[config.mk]
export PLATFORM = sky130hd
export DESIGN_NAME = fft_stage_sequencer
export DESIGN_NICKNAME = d
export VERILOG_FILES = /design/src/rtl/fft_stage_sequencer.sv
export SDC_FILE = /design/constraint.sdc
export NUM_CORES = 1
export LEC_CHECK = 0
export ABC_CLOCK_PERIOD_IN_PS = 8300
export CORE_UTILIZATION = 57
export CTS_CLUSTER_DIAMETER = 60
export DETAILED_ROUTE_END_ITERATION = 10
export PLACE_DENSITY = 0.95
export SLEW_MARGIN = 10
export SYNTH_ARGS = -nofsm -noshare
export SYNTH_HDL_FRONTEND = slang
export SYNTH_SLANG_ARGS = --single-unit
[constraint.sdc]
create_clock -name clk -period 8.3 [get_ports clk]
set_clock_uncertainty 0.15 [all_clocks]
set_input_delay 1.66 -clock clk [delete_from_list [all_inputs] [get_ports clk]]
set_output_delay 1.66 -clock clk [all_outputs]
set_load 0.02 [all_outputs]
[src/rtl/fft_stage_sequencer.sv]
// Control sequencer for an iterative radix-2 DIT FFT: walks stages, requests twiddles, issues butterflies.
// Optional bit-reverse LOAD phase before stage 1 when FFT_SEQ_BITREV_EN is defined.
module fft_stage_sequencer #(
    parameter int N     = 8,
    parameter int LOG2N = 3
) (
    input  logic             clk,
    input  logic             rst,
    input  logic             start,
    input  logic             abort,
    output logic             busy,
    output logic             done,
    output logic             tw_req,
    output logic [LOG2N-2:0] tw_idx,
    input  logic             tw_ack,
    output logic             bf_valid,
    input  logic             bf_ready,
    output logic [LOG2N-1:0] addr_a,
    output logic [LOG2N-1:0] addr_b,
    output logic [LOG2N-1:0] stage,
    output logic             ld_valid,
    input  logic             ld_ready,
    output logic [LOG2N-1:0] ld_src,
    output logic [LOG2N-1:0] ld_dst
);

    localparam int W = LOG2N;
    localparam logic [W-1:0] ZERO_W    = {W{1'b0}};
    localparam logic [W-2:0] ZERO_J    = {(W-1){1'b0}};
    localparam logic [W-1:0] ONE_W     = {{(W-1){1'b0}}, 1'b1};
    localparam logic [W:0]   ONE_WP    = {{W{1'b0}}, 1'b1};
    localparam logic [W-1:0] TOP_STAGE = W'(W - 1);
    localparam logic [W:0]   N_V       = (W + 1)'(N);

`ifdef FFT_SEQ_BITREV_EN
    typedef enum logic [2:0] {S_IDLE = 3'd0, S_LOAD = 3'd1, S_TW = 3'd2, S_BFLY = 3'd3, S_FIN = 3'd4} state_t;
    localparam logic [W-1:0] LAST_IDX = W'(N - 1);

    function automatic logic [W-1:0] bit_rev(input logic [W-1:0] v);
        logic [W-1:0] r;
        for (int i = 0; i < W; i++) r[i] = v[W-1-i];
        return r;
    endfunction
`else
    typedef enum logic [2:0] {S_IDLE = 3'd0, S_TW = 3'd2, S_BFLY = 3'd3, S_FIN = 3'd4} state_t;
`endif

    state_t        state_q;
    logic [W-1:0]  stage_q, k_q, addr_a_q, addr_b_q;
    logic [W-2:0]  j_q, tw_idx_q;
    logic          busy_q, done_q, tw_req_q, bf_valid_q;

    logic [W:0]    m_s, half_s, k_nxt_s, j_inc_s, sum_first_s, sum_cont_s, b_first_s, b_cont_s, tw_full_s;
    logic [W-1:0]  sh_s;

    // Loop-index arithmetic, computed one bit wider so k+m and j+1 never wrap
    always_comb begin
        m_s         = ONE_WP << (stage_q + ONE_W);
        half_s      = m_s >> 1;
        k_nxt_s     = {1'b0, k_q} + m_s;
        j_inc_s     = {2'b00, j_q} + ONE_WP;
        sum_first_s = {1'b0, k_q} + {2'b00, j_q};
        sum_cont_s  = k_nxt_s + {2'b00, j_q};
        b_first_s   = sum_first_s + half_s;
        b_cont_s    = sum_cont_s + half_s;
        sh_s        = TOP_STAGE - stage_q;
        tw_full_s   = j_inc_s << sh_s;
    end

`ifdef FFT_SEQ_BITREV_EN
    logic          ld_valid_q;
    logic [W-1:0]  ld_src_q, ld_dst_q, ld_inc_s;

    // Next natural-order load index
    always_comb begin
        ld_inc_s = ld_src_q + ONE_W;
    end
`endif

    // Sequencer state, loop counters and all registered outputs; abort mirrors reset
    always_ff @(posedge clk or posedge rst) begin
        if (rst) begin
            state_q    <= S_IDLE;
            stage_q    <= ZERO_W;
            j_q        <= ZERO_J;
            k_q        <= ZERO_W;
            busy_q     <= 1'b0;
            done_q     <= 1'b0;
            tw_req_q   <= 1'b0;
            tw_idx_q   <= ZERO_J;
            bf_valid_q <= 1'b0;
            addr_a_q   <= ZERO_W;
            addr_b_q   <= ZERO_W;
`ifdef FFT_SEQ_BITREV_EN
            ld_valid_q <= 1'b0;
            ld_src_q   <= ZERO_W;
            ld_dst_q   <= ZERO_W;
`endif
        end else if (abort) begin
            state_q    <= S_IDLE;
            stage_q    <= ZERO_W;
            j_q        <= ZERO_J;
            k_q        <= ZERO_W;
            busy_q     <= 1'b0;
            done_q     <= 1'b0;
            tw_req_q   <= 1'b0;
            tw_idx_q   <= ZERO_J;
            bf_valid_q <= 1'b0;
            addr_a_q   <= ZERO_W;
            addr_b_q   <= ZERO_W;
`ifdef FFT_SEQ_BITREV_EN
            ld_valid_q <= 1'b0;
            ld_src_q   <= ZERO_W;
            ld_dst_q   <= ZERO_W;
`endif
        end else begin
            case (state_q)
                S_IDLE: begin
                    done_q <= 1'b0;
                    if (start) begin
                        busy_q   <= 1'b1;
                        stage_q  <= ZERO_W;
                        j_q      <= ZERO_J;
                        k_q      <= ZERO_W;
                        tw_idx_q <= ZERO_J;
`ifdef FFT_SEQ_BITREV_EN
                        state_q    <= S_LOAD;
                        ld_valid_q <= 1'b1;
                        ld_src_q   <= ZERO_W;
                        ld_dst_q   <= ZERO_W;
`else
                        state_q  <= S_TW;
                        tw_req_q <= 1'b1;
`endif
                    end
                end
`ifdef FFT_SEQ_BITREV_EN
                S_LOAD: begin
                    if (ld_valid_q && ld_ready) begin
                        if (ld_src_q == LAST_IDX) begin
                            ld_valid_q <= 1'b0;
                            ld_src_q   <= ZERO_W;
                            ld_dst_q   <= ZERO_W;
                            state_q    <= S_TW;
                            tw_req_q   <= 1'b1;
                        end else begin
                            ld_src_q <= ld_inc_s;
                            ld_dst_q <= bit_rev(ld_inc_s);
                        end
                    end
                end
`endif
                S_TW: begin
                    if (tw_ack) begin
                        state_q    <= S_BFLY;
                        tw_req_q   <= 1'b0;
                        bf_valid_q <= 1'b1;
                        addr_a_q   <= sum_first_s[W-1:0];
                        addr_b_q   <= b_first_s[W-1:0];
                    end
                end
                S_BFLY: begin
                    if (bf_valid_q && bf_ready) begin
                        if (k_nxt_s < N_V) begin
                            k_q      <= k_nxt_s[W-1:0];
                            addr_a_q <= sum_cont_s[W-1:0];
                            addr_b_q <= b_cont_s[W-1:0];
                        end else begin
                            k_q        <= ZERO_W;
                            bf_valid_q <= 1'b0;
                            if (j_inc_s < half_s) begin
                                j_q      <= j_inc_s[W-2:0];
                                tw_idx_q <= tw_full_s[W-2:0];
                                tw_req_q <= 1'b1;
                                state_q  <= S_TW;
                            end else if (stage_q != TOP_STAGE) begin
                                stage_q  <= stage_q + ONE_W;
                                j_q      <= ZERO_J;
                                tw_idx_q <= ZERO_J;
                                tw_req_q <= 1'b1;
                                state_q  <= S_TW;
                            end else begin
                                done_q  <= 1'b1;
                                state_q <= S_FIN;
                            end
                        end
                    end
                end
                S_FIN: begin
                    done_q   <= 1'b0;
                    busy_q   <= 1'b0;
                    stage_q  <= ZERO_W;
                    j_q      <= ZERO_J;
                    tw_idx_q <= ZERO_J;
                    addr_a_q <= ZERO_W;
                    addr_b_q <= ZERO_W;
                    state_q  <= S_IDLE;
                end
                default: begin
                    state_q <= S_IDLE;
                end
            endcase
        end
    end

    assign busy     = busy_q;
    assign done     = done_q;
    assign tw_req   = tw_req_q;
    assign tw_idx   = tw_idx_q;
    assign bf_valid = bf_valid_q;
    assign addr_a   = addr_a_q;
    assign addr_b   = addr_b_q;
    assign stage    = stage_q;

`ifdef FFT_SEQ_BITREV_EN
    assign ld_valid = ld_valid_q;
    assign ld_src   = ld_src_q;
    assign ld_dst   = ld_dst_q;
`else
    logic unused_ld_ready_s;
    assign unused_ld_ready_s = ld_ready;
    assign ld_valid = 1'b0;
    assign ld_src   = ZERO_W;
    assign ld_dst   = ZERO_W;
`endif

endmodule

Word-level counts from Yosys, hierarchy flattened
Index checks and enable logic that the tools add are counted.
Widths: inputs -> output; s select.

word-level totals
  output and inout bits = 22
  register bits = 23
  bits of input ports = 7
  logic and storage cells = 117

cells by class
  muxes and demuxes = 62
  reduce and logical (&&, ||, !) cells = 19
  order comparisons = 2
  equality and inequality tests = 13
  shifts and indexed selects = 2
  add/sub/neg operators = 8

operators by type and width
  kind                 number
  $mux 3               24
  $pmux 3 s3           4
  $ne 3x3->1 const B   8
  $mux 2               10
  $mux 1               17
  $pmux 2 s3           2
  $reduce_and 4->1     3
  $reduce_and 6->1     2
  $reduce_bool 3->1    4
  $reduce_bool 4->1    3
  $reduce_and 5->1     2
  $add 3x2->3          2
  $add 3x3->3          2
  $eq 3x2->1 const B   2
  $pmux 1 s2           3
  $pmux 3 s2           1
  $add 3x4->4          1
  $lt 4x4->1 const B   1
  $ne 4x4->1 const B   1
  $shl 1x3->4 const A  1
  $add 2x1->3 const B  1
  $add 3x1->3 const B  1
  $eq 3x3->1 const B   1
  $logic_not 3->1      1
  other kinds (9)      9

Longest topological paths before layout
Gate-level depths: netlist (run 1).

  depth in word-level cells = 9
  mapped depth = 12
  depth with buffers taken out = 12

Worst setup path before layout (run 1)
No wires, ideal clock.

  path type = reg2reg
  start point = register stage_q[0], in the netlist stage[0]
  end point = register addr_b_q[2], in the netlist addr_b[2]
  period minus slack after synthesis = 3.423 ns
  data required time = 8.029 ns
  cell stages (with the launch flop) = 13
  arrival time = 3.152 ns
  setup time = 0.121 ns
  path buffers = 0
  setup slack = 4.877 ns
  cell sequence = dfrtp_1 ha_1 xnor2_4 and2_1 ha_1 ha_1 inv_1 fa_1 o21ai_0 fa_1 xor2_1 xnor2_1 a22o_1

between the ends
  cells in the longest elaborated chain, start to end = 9
  elaborated cells between the ends (all ways) = 14
  those cells by class = add/sub: 5; order compare: 1; eq/ne: 1; shift: 1; mux: 5; reduce/logical: 1

RTL lines
  what                    RTL line  source
  start, declared         49        logic [W-1:0] stage_q, k_q, addr_a_q, addr_b_q;
  start signal, assigned  177       stage_q <= stage_q + ONE_W;
  $add 3x1->3 *           58        m_s = ONE_WP << (stage_q + ONE_W);
  $shl 1x3->4 *           58
  $add 3x4->4             60        k_nxt_s = {1'b0, k_q} + m_s;
  $add 3x2->3             63        sum_cont_s = k_nxt_s + {2'b00, j_q};
  $add 3x3->3             65        b_cont_s = sum_cont_s + half_s;
  $mux 3                  164       if (k_nxt_s < N_V) begin
  $mux 3                  163       if (bf_valid_q && bf_ready) begin
  $pmux 3 s3              117       case (state_q)
  $mux 3                  99        end else if (abort) begin
  end signal, assigned    159       addr_b_q <= b_first_s[W-1:0];
  end signal, assigned    167       addr_b_q <= b_cont_s[W-1:0];
  end, declared           49

Every way passes the cells marked *; elsewhere a longest branch is shown, timed or not. The select of a mux whose other input is x is not followed.
A chain may end at the register's enable or synchronous reset.

Worst setup path after layout (run 1)
  start point = input abort
  end point = register addr_a_q[2], in the netlist addr_a[2]

between the ends
  cells in the longest elaborated chain, start to end = 2
  elaborated cells between the ends (all ways) = 6
  those cells by class = eq/ne: 3; mux: 1; reduce/logical: 2

RTL lines
  what                                                              RTL line  source
  start, declared                                                   10        input logic abort,
  $ne 3x3->1 (no source line) or $reduce_bool 4->1 (tied branches)  n/a
  $reduce_and 4->1 (no source line)                                 n/a
  end signal, assigned                                              158       addr_a_q <= sum_first_s[W-1:0];
  end signal, assigned                                              166       addr_a_q <= sum_cont_s[W-1:0];
  end, declared                                                     49

Several ways; a longest one is shown, not always the timed one.

==> results of run 1 <==
-- flip-flops by register name (all words and copies together), names as in the netlist --
name / count
addr_a: 3
addr_b: 3
k_q: 3
stage: 3
state_q: 3
j_q: 2
tw_idx: 2
bf_valid: 1
busy: 1
done: 1
tw_req: 1
-- worst register-to-register path: stages (launching register included) --
cell and delay [ns]:
sky130_fd_sc_hd__dfrtp_1 0.48, sky130_fd_sc_hd__ha_1 0.31, sky130_fd_sc_hd__xnor2_4 0.29, sky130_fd_sc_hd__and2_1 0.24, sky130_fd_sc_hd__xor2_1 0.09, sky130_fd_sc_hd__ha_1 0.29
sky130_fd_sc_hd__inv_1 0.06, sky130_fd_sc_hd__fa_1 0.50, sky130_fd_sc_hd__o21ai_0 0.15, sky130_fd_sc_hd__fa_1 0.44, sky130_fd_sc_hd__xor2_1 0.18, sky130_fd_sc_hd__xnor2_1 0.14
sky130_fd_sc_hd__a22o_1 0.18
-- how the worst max path moves through the flow --
stage / endpoint / slack [ns]
CTS: addr_a[2]$_DFFE_PP0P_ / 4.51
finish: addr_a[2]$_DFFE_PP0P_ / 4.47
detailed placement: addr_a[2]$_DFFE_PP0P_ / 4.18
floorplan: addr_b[2]$_DFFE_PP0P_ / 4.88
global placement: addr_a[2]$_DFFE_PP0P_ / 4.19
global route: addr_a[2]$_DFFE_PP0P_ / 4.29
-- power groups by stage --
| stage | registers (mW) | logic [mW] | clock network (mW) |
|---|---|---|---|
| floorplan | 0.123 | 0.0277 | 0 |
| global placement | 0.121 | 0.0384 | 0 |
| detailed placement | 0.122 | 0.0394 | 0 |
| CTS | 0.120 | 0.0395 | 0.0548 |
| global route | 0.120 | 0.0431 | 0.0602 |
| finish | 0.120 | 0.0395 | 0.0556 |
-- logic make-up after synthesis --
family	Yosys count
simple gates	56
compound gates	42
flops	23
buf+inv	22
fa+ha+maj	17
xor+xnor	9
mux	7
other cells	1
-- through the flow --
stage	std cells	hold WS, ns	cell area [um^2]
floorplan	183	0.334	1740
global placement	223	0.320	1900
detailed placement	223	0.329	1900
CTS	227	0.359	1930
global route	227	0.392	1930
finish	227	0.352	1930
-- per-layer routing --
metal | track usage | vias to the layer above | share of wire
met4 | 0.0836 | 0 | 0.014
met2 | 0.390 | 42 | 0.49
met5 | 0 | - | 0
met3 | 0.0253 | 7 | 0.039
li1 | - | 647 | -
met1 | 0.318 | 622 | 0.46
-- layout make-up --
cell class | count | area, um^2
multi-input cells | 138 | 1050
fillers | 215 | 877
flip-flops and latches | 23 | 576
repair buffers | 20 | 200
inverters | 11 | 41.3
well taps | 31 | 38.8
clock buffers | 4 | 26.3
-- cell usage in the layout (no fill, tap or decap), types with 4 or more instances in the layout --
cell type | netlist | layout
sky130_fd_sc_hd__a21oi_1 | 5 | 5
sky130_fd_sc_hd__inv_1 | 11 | 11
sky130_fd_sc_hd__nor3_1 | 6 | 6
sky130_fd_sc_hd__nor2_1 | 11 | 11
sky130_fd_sc_hd__o21ai_1 | 8 | 8
sky130_fd_sc_hd__nand2_1 | 23 | 23
sky130_fd_sc_hd__dfrtp_1 | 23 | 23
sky130_fd_sc_hd__xor2_1 | 5 | 5
sky130_fd_sc_hd__o21ai_0 | 4 | 4
sky130_fd_sc_hd__ha_1 | 14 | 14
sky130_fd_sc_hd__conb_1 | 1 | 7
sky130_fd_sc_hd__clkdlybuf4s50_1 | 0 | 20
==> report_table.html, run 1 <==
<table>
<tr><th>Metric</th><th>Value</th></tr>
<tr><th colspan="2">Worst setup path</th></tr>
<tr><td>Arrival time of the worst setup path</td><td>3.91 ns</td></tr>
<tr><td>R2R Path End</td><td>addr_b[2]$_DFFE_PP0P_</td></tr>
<tr><td>Origin of the critical flop-to-flop path</td><td>stage[0]$_DFFE_PP0P_</td></tr>
<tr><td>Worst path slowest cell</td><td>sky130_fd_sc_hd__o22ai_1</td></tr>
<tr><td>Cell breakdown of the critical path</td><td>clkdlybuf4s50_1 &gt; nor2_1 &gt; nand3_1 &gt; o22ai_1 &gt; nor2_1 &gt; a22o_1</td></tr>
<tr><td>Launching instance or port of the critical path</td><td>abort</td></tr>
<tr><td>Element type at the critical path end</td><td>flip-flop</td></tr>
<tr><td>Crit Path Max Fanout</td><td>11</td></tr>
<tr><td>Type of origin of the critical path</td><td>primary input</td></tr>
<tr><td>CP required</td><td>8.38 ns</td></tr>
<tr><td>Buffer and inverter count on the worst path</td><td>1</td></tr>
<tr><td>Family with the most delay on the worst path</td><td>compound AO/OA/AOI/OAI gates</td></tr>
<tr><td>Critical path's largest stage delay</td><td>0.65 ns</td></tr>
<tr><td>Register-to-register setup slack</td><td>4.74 ns</td></tr>
<tr><td>Kind of critical path</td><td>primary input to flip-flop</td></tr>
<tr><td>Cell repeated most along the worst path</td><td>sky130_fd_sc_hd__nor2_1</td></tr>
<tr><td>Number of cells on the critical path</td><td>6</td></tr>
<tr><td>Worst reg-to-reg path cell count</td><td>12</td></tr>
<tr><th colspan="2">Cells and area</th></tr>
<tr><td>ANT cells</td><td>0</td></tr>
<tr><td>Post-layout net count</td><td>221</td></tr>
<tr><td>Synth-to-layout area growth</td><td>12.2%</td></tr>
<tr><td>Core utilization of the finished layout</td><td>0.687</td></tr>
<tr><td>Layout cell share with drive strength beyond 1</td><td>0.0867</td></tr>
<tr><th colspan="2">Clock network</th></tr>
<tr><td>Number of buffers inserted to repair setup after CTS</td><td>0</td></tr>
<tr><td>Clock buffers created by TritonCTS</td><td>3</td></tr>
<tr><td>Number of gates resized after CTS</td><td>0</td></tr>
<tr><td>Number of levels the H-tree was split into</td><td>1</td></tr>
<tr><td>Clock Tree Buf Depth</td><td>2</td></tr>
<tr><td>Number of buffers inserted by hold repair at cts</td><td>0</td></tr>
<tr><td>CTS root buffer</td><td>sky130_fd_sc_hd__clkbuf_4</td></tr>
<tr><td>CTS tree</td><td>built</td></tr>
<tr><td>Worst-path clk slew</td><td>0.14 ns</td></tr>
<tr><td>Clock latency at the later pin of the worst-skew pair</td><td>0.32 ns</td></tr>
<tr><td>Clock sink total</td><td>23</td></tr>
<tr><th colspan="2">Yosys</th></tr>
<tr><td>Fraction of the mapped netlist area in simple logic gates</td><td>0.156</td></tr>
<tr><td>Xor/xnor cell area share of the yosys netlist</td><td>0.0692</td></tr>
<tr><td>Leading cell types by count after synthesis</td><td>sky130_fd_sc_hd__dfrtp_1 (23), sky130_fd_sc_hd__nand2_1 (23), sky130_fd_sc_hd__ha_1 (14), sky130_fd_sc_hd__inv_1 (11), sky130_fd_sc_hd__nor2_1 (11)</td></tr>
<tr><td>Top cell type's share of synthesized area</td><td>0.335</td></tr>
<tr><td>Number of flops mapped to enable cells by yosys</td><td>0</td></tr>
<tr><td>Largest cells by area after synthesis</td><td>sky130_fd_sc_hd__dfrtp_1 (34%), sky130_fd_sc_hd__ha_1 (10%), sky130_fd_sc_hd__nand2_1 (5.0%), sky130_fd_sc_hd__fa_1 (3.5%), sky130_fd_sc_hd__buf_4 (3.1%)</td></tr>
<tr><td>Post-Synthesis Mean Instance Area</td><td>9.71 um^2</td></tr>
<tr><td>Dominant combinational cell family by area after synthesis</td><td>compound AO/OA/AOI/OAI gates</td></tr>
<tr><td>Multiplexer share of the synthesized area</td><td>0.0488</td></tr>
<tr><td>Number of unique standard cell types used by synthesis</td><td>52</td></tr>
<tr><td>Share of flip-flops with an asynchronous set or reset</td><td>1.00</td></tr>
<tr><td>Number of warning messages in the yosys log</td><td>0</td></tr>
<tr><td>Synth Area in Adders</td><td>0.137</td></tr>
<tr><td>Sequential fraction of the synthesis area</td><td>0.335</td></tr>
<tr><td>Cells after Synth</td><td>177</td></tr>
<tr><td>Area fraction in compound gates after synthesis</td><td>0.183</td></tr>
<tr><td>Yosys top cell by area</td><td>sky130_fd_sc_hd__dfrtp_1</td></tr>
<tr><td>Area of the mapped netlist</td><td>1720 um^2</td></tr>
<tr><td>Ys flop type</td><td>sky130_fd_sc_hd__dfrtp_1</td></tr>
<tr><td>Synth Register Bits</td><td>23</td></tr>
<tr><th colspan="2">Timing</th></tr>
<tr><td>Setup_tns</td><td>0 ns</td></tr>
<tr><td>Final Max Tran Viols</td><td>0</td></tr>
<tr><td>Fin crit period</td><td>3.83 ns</td></tr>
<tr><td>Unrepaired setup endpoints after global routing</td><td>no</td></tr>
<tr><td>Final setup violation count</td><td>0</td></tr>
<tr><td>Number of hold-slack violations in the final timing report</td><td>0</td></tr>
<tr><td>Post-route setup slack</td><td>4.47 ns</td></tr>
<tr><td>Ratio of final minimum period to clock period</td><td>0.462</td></tr>
<tr><td>Actual slew at the worst max-slew pin</td><td>0.885 ns</td></tr>
<tr><td>Worst max-slew margin expressed relative to the limit</td><td>0.410</td></tr>
<tr><td>Highest achievable clock rate</td><td>261 MHz</td></tr>
<tr><th colspan="2">Pwr</th></tr>
<tr><td>Sequential share of power</td><td>0.557</td></tr>
<tr><td>Fraction of power spent switching nets</td><td>0.305</td></tr>
<tr><td>Internal power</td><td>149 uW</td></tr>
<tr><td>Pwr/cell area</td><td>111 nW/um^2</td></tr>
<tr><td>Power share of the clock group</td><td>0.259</td></tr>
<tr><td>Psw</td><td>65.5 uW</td></tr>
<tr><td>Largest vdd supply drop</td><td>0.0829 mV</td></tr>
<tr><td>Combinational group share of total power</td><td>0.184</td></tr>
<tr><td>Total Power Consumption</td><td>215 uW</td></tr>
<tr><td>Static Leak</td><td>0.895 nW</td></tr>
<tr><th colspan="2">Min path</th></tr>
<tr><td>Hold Startpoint</td><td>addr_b[1]$_DFFE_PP0P_</td></tr>
<tr><td>Hold Path Cell Cnt</td><td>2</td></tr>
<tr><td>End point of the worst hold path</td><td>addr_b[1]$_DFFE_PP0P_</td></tr>
<tr><td>Worst min path class</td><td>flip-flop to flip-flop</td></tr>
<tr><th colspan="2">Routing</th></tr>
<tr><td>Routed wire length per instance</td><td>14.8 um</td></tr>
<tr><td>Count of TritonRoute iterations in the first routing pass</td><td>8</td></tr>
<tr><td>Remaining design rule violation count</td><td>4</td></tr>
<tr><td>Antenna violation net count after detailed routing</td><td>0</td></tr>
<tr><td>Detailed Route WL</td><td>3360 um</td></tr>
<tr><td>Drt first-iter violations</td><td>66</td></tr>
<tr><td>Post-DR vias/cell</td><td>5.81</td></tr>
<tr><td>Vias after detailed routing</td><td>1318</td></tr>
<tr><th colspan="2">Run</th></tr>
<tr><td>Number of maximum-capacitance constraint violations</td><td>0</td></tr>
<tr><th colspan="2">Place</th></tr>
<tr><td>Last weighted congestion value of the routability-driven placer</td><td>0.860</td></tr>
<tr><td>Placed wire-length estimate</td><td>2530 um</td></tr>
<tr><td>Placement-stage worst setup slack</td><td>4.18 ns</td></tr>
<tr><td>Buffers on Ports</td><td>20</td></tr>
<tr><th colspan="2">GRT</th></tr>
<tr><td>Global-route wire length before repair</td><td>5890 um</td></tr>
<tr><td>Maximum number of pins on one net before global-route repair</td><td>24</td></tr>
<tr><td>Global-route total usage across every layer</td><td>0.234</td></tr>
<tr><td>Via count of the first global-routing pass</td><td>1307</td></tr>
<tr><td>Number of antenna violations at the first check in global routing</td><td>0</td></tr>
<tr><td>Global route overflow</td><td>0</td></tr>
<tr><th colspan="2">Floorplan</th></tr>
<tr><td>Total Die Area</td><td>3240 um^2</td></tr>
<tr><td>Overall die width</td><td>56.9 um</td></tr>
<tr><td>Starting utilization of the core area</td><td>0.612</td></tr>
<tr><td>Row count</td><td>19</td></tr>
<tr><td>Count of boundary I/O pins</td><td>29</td></tr>
<tr><td>Vert. Die Dim</td><td>56.9 um</td></tr>
<tr><td>Core region area</td><td>2810 um^2</td></tr>
<tr><th colspan="2">Status</th></tr>
<tr><td>Violated checks</td><td>DRC</td></tr>
<tr><td>Result of the run</td><td>complete, but fails checks</td></tr>
</table>
Power figures use the tool's default switching activity.
==> inputs of run 2 (changes only) <==
--- a/config.mk
+++ b/config.mk
@@ -5,11 +5,11 @@
 export SDC_FILE = /design/constraint.sdc
 export NUM_CORES = 1
 export LEC_CHECK = 0
-export ABC_CLOCK_PERIOD_IN_PS = 8300
-export CORE_UTILIZATION = 57
+export ABC_CLOCK_PERIOD_IN_PS = 3190
+export CORE_UTILIZATION = 48
 export CTS_CLUSTER_DIAMETER = 60
 export DETAILED_ROUTE_END_ITERATION = 10
-export PLACE_DENSITY = 0.95
+export PLACE_DENSITY = 0.86
 export SLEW_MARGIN = 10
 export SYNTH_ARGS = -nofsm -noshare
 export SYNTH_HDL_FRONTEND = slang
==> constraint.sdc (replaced) <==
create_clock -name clk -period 3.19 [get_ports clk]
set_clock_uncertainty 0.15 [all_clocks]
set_input_delay 0.638 -clock clk [delete_from_list [all_inputs] [get_ports clk]]
set_output_delay 0.638 -clock clk [all_outputs]
set_load 0.02 [all_outputs]
==> run 2 against run 1 <==
Against the previous run: the run now ends clean; largest cell class unchanged; highest routed layer unchanged; setup slack worse by 4.4 ns; register-to-register slack worse by 4.7 ns; critical path depth up 5; power rose to 2.6 times the previous value; sequential cell count unchanged.
==> report_table.html, run 2 (same netlist as run 1, synthesis figures left out) <==
<table>
<tr><th>Metric</th><th>Value</th></tr>
<tr><th colspan="2">Timing</th></tr>
<tr><td>Unrepaired setup endpoints after global routing</td><td>yes</td></tr>
<tr><td>Ratio of final minimum period to clock period</td><td>0.976</td></tr>
<tr><td>Final setup violation count</td><td>0</td></tr>
<tr><td>Final Max Tran Viols</td><td>0</td></tr>
<tr><td>Number of hold-slack violations in the final timing report</td><td>0</td></tr>
<tr><td>Fin crit period</td><td>3.11 ns</td></tr>
<tr><td>Post-route setup slack</td><td>0.0758 ns</td></tr>
<tr><td>Highest achievable clock rate</td><td>321 MHz</td></tr>
<tr><td>Setup_tns</td><td>0 ns</td></tr>
<tr><th colspan="2">Routing</th></tr>
<tr><td>Vias after detailed routing</td><td>1373</td></tr>
<tr><td>Count of TritonRoute iterations in the first routing pass</td><td>4</td></tr>
<tr><td>Drt first-iter violations</td><td>35</td></tr>
<tr><td>Antenna violation net count after detailed routing</td><td>0</td></tr>
<tr><td>Remaining design rule violation count</td><td>0</td></tr>
<tr><td>Routed wire length per instance</td><td>14.3 um</td></tr>
<tr><td>Detailed Route WL</td><td>3680 um</td></tr>
<tr><td>Post-DR vias/cell</td><td>5.34</td></tr>
<tr><th colspan="2">Pwr</th></tr>
<tr><td>Static Leak</td><td>0.971 nW</td></tr>
<tr><td>Sequential share of power</td><td>0.559</td></tr>
<tr><td>Combinational group share of total power</td><td>0.193</td></tr>
<tr><td>Fraction of power spent switching nets</td><td>0.295</td></tr>
<tr><td>Power share of the clock group</td><td>0.248</td></tr>
<tr><td>Total Power Consumption</td><td>556 uW</td></tr>
<tr><td>Internal power</td><td>392 uW</td></tr>
<tr><td>Psw</td><td>164 uW</td></tr>
<tr><td>Pwr/cell area</td><td>264 nW/um^2</td></tr>
<tr><td>Largest vdd supply drop</td><td>0.166 mV</td></tr>
<tr><th colspan="2">Clock network</th></tr>
<tr><td>Clock buffers created by TritonCTS</td><td>3</td></tr>
<tr><td>Clock latency at the later pin of the worst-skew pair</td><td>0.32 ns</td></tr>
<tr><td>Clock Tree Buf Depth</td><td>2</td></tr>
<tr><td>Clock sink total</td><td>23</td></tr>
<tr><td>Number of buffers inserted by hold repair at cts</td><td>0</td></tr>
<tr><td>CTS tree</td><td>built</td></tr>
<tr><td>Worst-path clk slew</td><td>0.13 ns</td></tr>
<tr><td>CTS root buffer</td><td>sky130_fd_sc_hd__clkbuf_4</td></tr>
<tr><td>Number of levels the H-tree was split into</td><td>1</td></tr>
<tr><th colspan="2">Worst setup path</th></tr>
<tr><td>Arrival time of the worst setup path</td><td>3.18 ns</td></tr>
<tr><td>Element type at the critical path end</td><td>flip-flop</td></tr>
<tr><td>Crit Path Max Fanout</td><td>7</td></tr>
<tr><td>Register-to-register setup slack</td><td>0.08 ns</td></tr>
<tr><td>Worst reg-to-reg path cell count</td><td>11</td></tr>
<tr><td>CP required</td><td>3.26 ns</td></tr>
<tr><td>Type of origin of the critical path</td><td>flip-flop</td></tr>
<tr><td>R2R Path End</td><td>tw_idx[1]$_DFFE_PP0P_</td></tr>
<tr><td>Kind of critical path</td><td>flip-flop to flip-flop</td></tr>
<tr><td>Origin of the critical flop-to-flop path</td><td>stage[0]$_DFFE_PP0P_</td></tr>
<tr><th colspan="2">Place</th></tr>
<tr><td>Placement-stage worst setup slack</td><td>-0.00222 ns</td></tr>
<tr><td>Placed wire-length estimate</td><td>2670 um</td></tr>
<tr><td>Last weighted congestion value of the routability-driven placer</td><td>0.844</td></tr>
<tr><td>Buffers on Ports</td><td>20</td></tr>
<tr><td>Cell Area, Placed</td><td>2020 um^2</td></tr>
<tr><th colspan="2">Cells and area</th></tr>
<tr><td>Commonest non-fill, non-tap cells in the layout</td><td>sky130_fd_sc_hd__nand2_1 (22), sky130_fd_sc_hd__dfrtp_1 (21), sky130_fd_sc_hd__clkdlybuf4s50_1 (20)</td></tr>
<tr><td>ANT cells</td><td>0</td></tr>
<tr><td>Post-layout net count</td><td>236</td></tr>
<tr><td>Most common cell after layout, fill and taps aside</td><td>sky130_fd_sc_hd__nand2_1</td></tr>
<tr><td>Synth-to-layout area growth</td><td>22.9%</td></tr>
<tr><td>Layout cell share with drive strength beyond 1</td><td>0.209</td></tr>
<tr><td>Core utilization of the finished layout</td><td>0.623</td></tr>
<tr><td>Design area</td><td>2110 um^2</td></tr>
<tr><th colspan="2">Min path</th></tr>
<tr><td>Hold Startpoint</td><td>addr_a[0]$_DFFE_PP0P_</td></tr>
<tr><td>Worst min path class</td><td>flip-flop to flip-flop</td></tr>
<tr><td>Hold Path Cell Cnt</td><td>2</td></tr>
<tr><td>End point of the worst hold path</td><td>addr_a[0]$_DFFE_PP0P_</td></tr>
<tr><th colspan="2">Floorplan</th></tr>
<tr><td>Starting utilization of the core area</td><td>0.507</td></tr>
<tr><td>Vert. Die Dim</td><td>61.8 um</td></tr>
<tr><td>Count of boundary I/O pins</td><td>29</td></tr>
<tr><td>Total Die Area</td><td>3820 um^2</td></tr>
<tr><td>Row count</td><td>21</td></tr>
<tr><td>Core region area</td><td>3390 um^2</td></tr>
<tr><td>Overall die width</td><td>61.8 um</td></tr>
<tr><th colspan="2">GRT</th></tr>
<tr><td>Maximum number of pins on one net before global-route repair</td><td>24</td></tr>
<tr><td>Global-route total usage across every layer</td><td>0.202</td></tr>
<tr><td>Number of antenna violations at the first check in global routing</td><td>0</td></tr>
<tr><td>Via count of the first global-routing pass</td><td>1225</td></tr>
<tr><td>Global-route wire length before repair</td><td>5540 um</td></tr>
<tr><td>Global route overflow</td><td>0</td></tr>
<tr><th colspan="2">Status</th></tr>
<tr><td>Result of the run</td><td>finished clean</td></tr>
<tr><th colspan="2">Run</th></tr>
<tr><td>Number of maximum-capacitance constraint violations</td><td>0</td></tr>
</table>
-- run 2: final cells by class --
cell class,count,area (um^2)
flip-flops and latches,23,578
clock buffers,4,26.3
well taps,46,57.6
inverters,11,41.3
repair buffers,35,313
fillers,277,1280
multi-input cells,138,1090
-- run 2: how the worst max path moves through the flow --
stage | cells past startpoint | startpoint | endpoint
after floorplan | 12 | stage[1]$_DFFE_PP0P_ | addr_b[2]$_DFFE_PP0P_
after global placement | 12 | stage[1]$_DFFE_PP0P_ | addr_b[2]$_DFFE_PP0P_
after detailed placement | 12 | stage[0]$_DFFE_PP0P_ | addr_b[2]$_DFFE_PP0P_
after CTS | 12 | stage[0]$_DFFE_PP0P_ | addr_b[2]$_DFFE_PP0P_
after global routing | 11 | stage[0]$_DFFE_PP0P_ | tw_idx[1]$_DFFE_PP0P_
final | 11 | stage[0]$_DFFE_PP0P_ | tw_idx[1]$_DFFE_PP0P_
-- run 2: through the flow --
| step | hold WS, ns | std cells |
|---|---|---|
| 6_report | 0.346 | 257 |
| 5_1_grt | 0.401 | 257 |
| 4_1_cts | 0.355 | 256 |
| 3_5_place_dp | 0.325 | 248 |
| 3_3_place_gp | 0.316 | 248 |
| 2_1_floorplan | 0.339 | 183 |
-- run 2: power groups by stage --
stage	Combinational, mW	Clock, mW	Sequential (mW)
final	0.108	0.138	0.311
after global routing	0.119	0.151	0.313
after global placement	0.105	0	0.316
after floorplan	0.0727	0	0.320
after detailed placement	0.107	0	0.317
after CTS	0.108	0.143	0.311
-- run 2: what timing repair did --
action,in CTS,in global routing
buffers inserted,4,1
setup endpoints to repair,1,8
resized for setup,0,6
pin swaps,0,3
-- run 2: critical path, cell delays in order (launching register included) --
cell                      delay [ns]
sky130_fd_sc_hd__dfrtp_2        0.46
sky130_fd_sc_hd__ha_4           0.19
sky130_fd_sc_hd__xnor2_4        0.14
sky130_fd_sc_hd__buf_4          0.17
sky130_fd_sc_hd__and2_4         0.18
sky130_fd_sc_hd__ha_1           0.33
sky130_fd_sc_hd__a31o_2         0.26
sky130_fd_sc_hd__a31o_4         0.22
sky130_fd_sc_hd__xnor2_2        0.14
sky130_fd_sc_hd__o21ai_1        0.26
sky130_fd_sc_hd__or2_4          0.21
sky130_fd_sc_hd__mux2_4         0.30
-- run 2: layer usage --
layer  share of wire  global-route usage  vias to the layer above
li1                -                   -                      683
met1            0.45               0.267                      644
met2            0.51               0.339                       39
met3           0.030              0.0228                        7
met4           0.017              0.0794                        0
met5               0                   0                        -
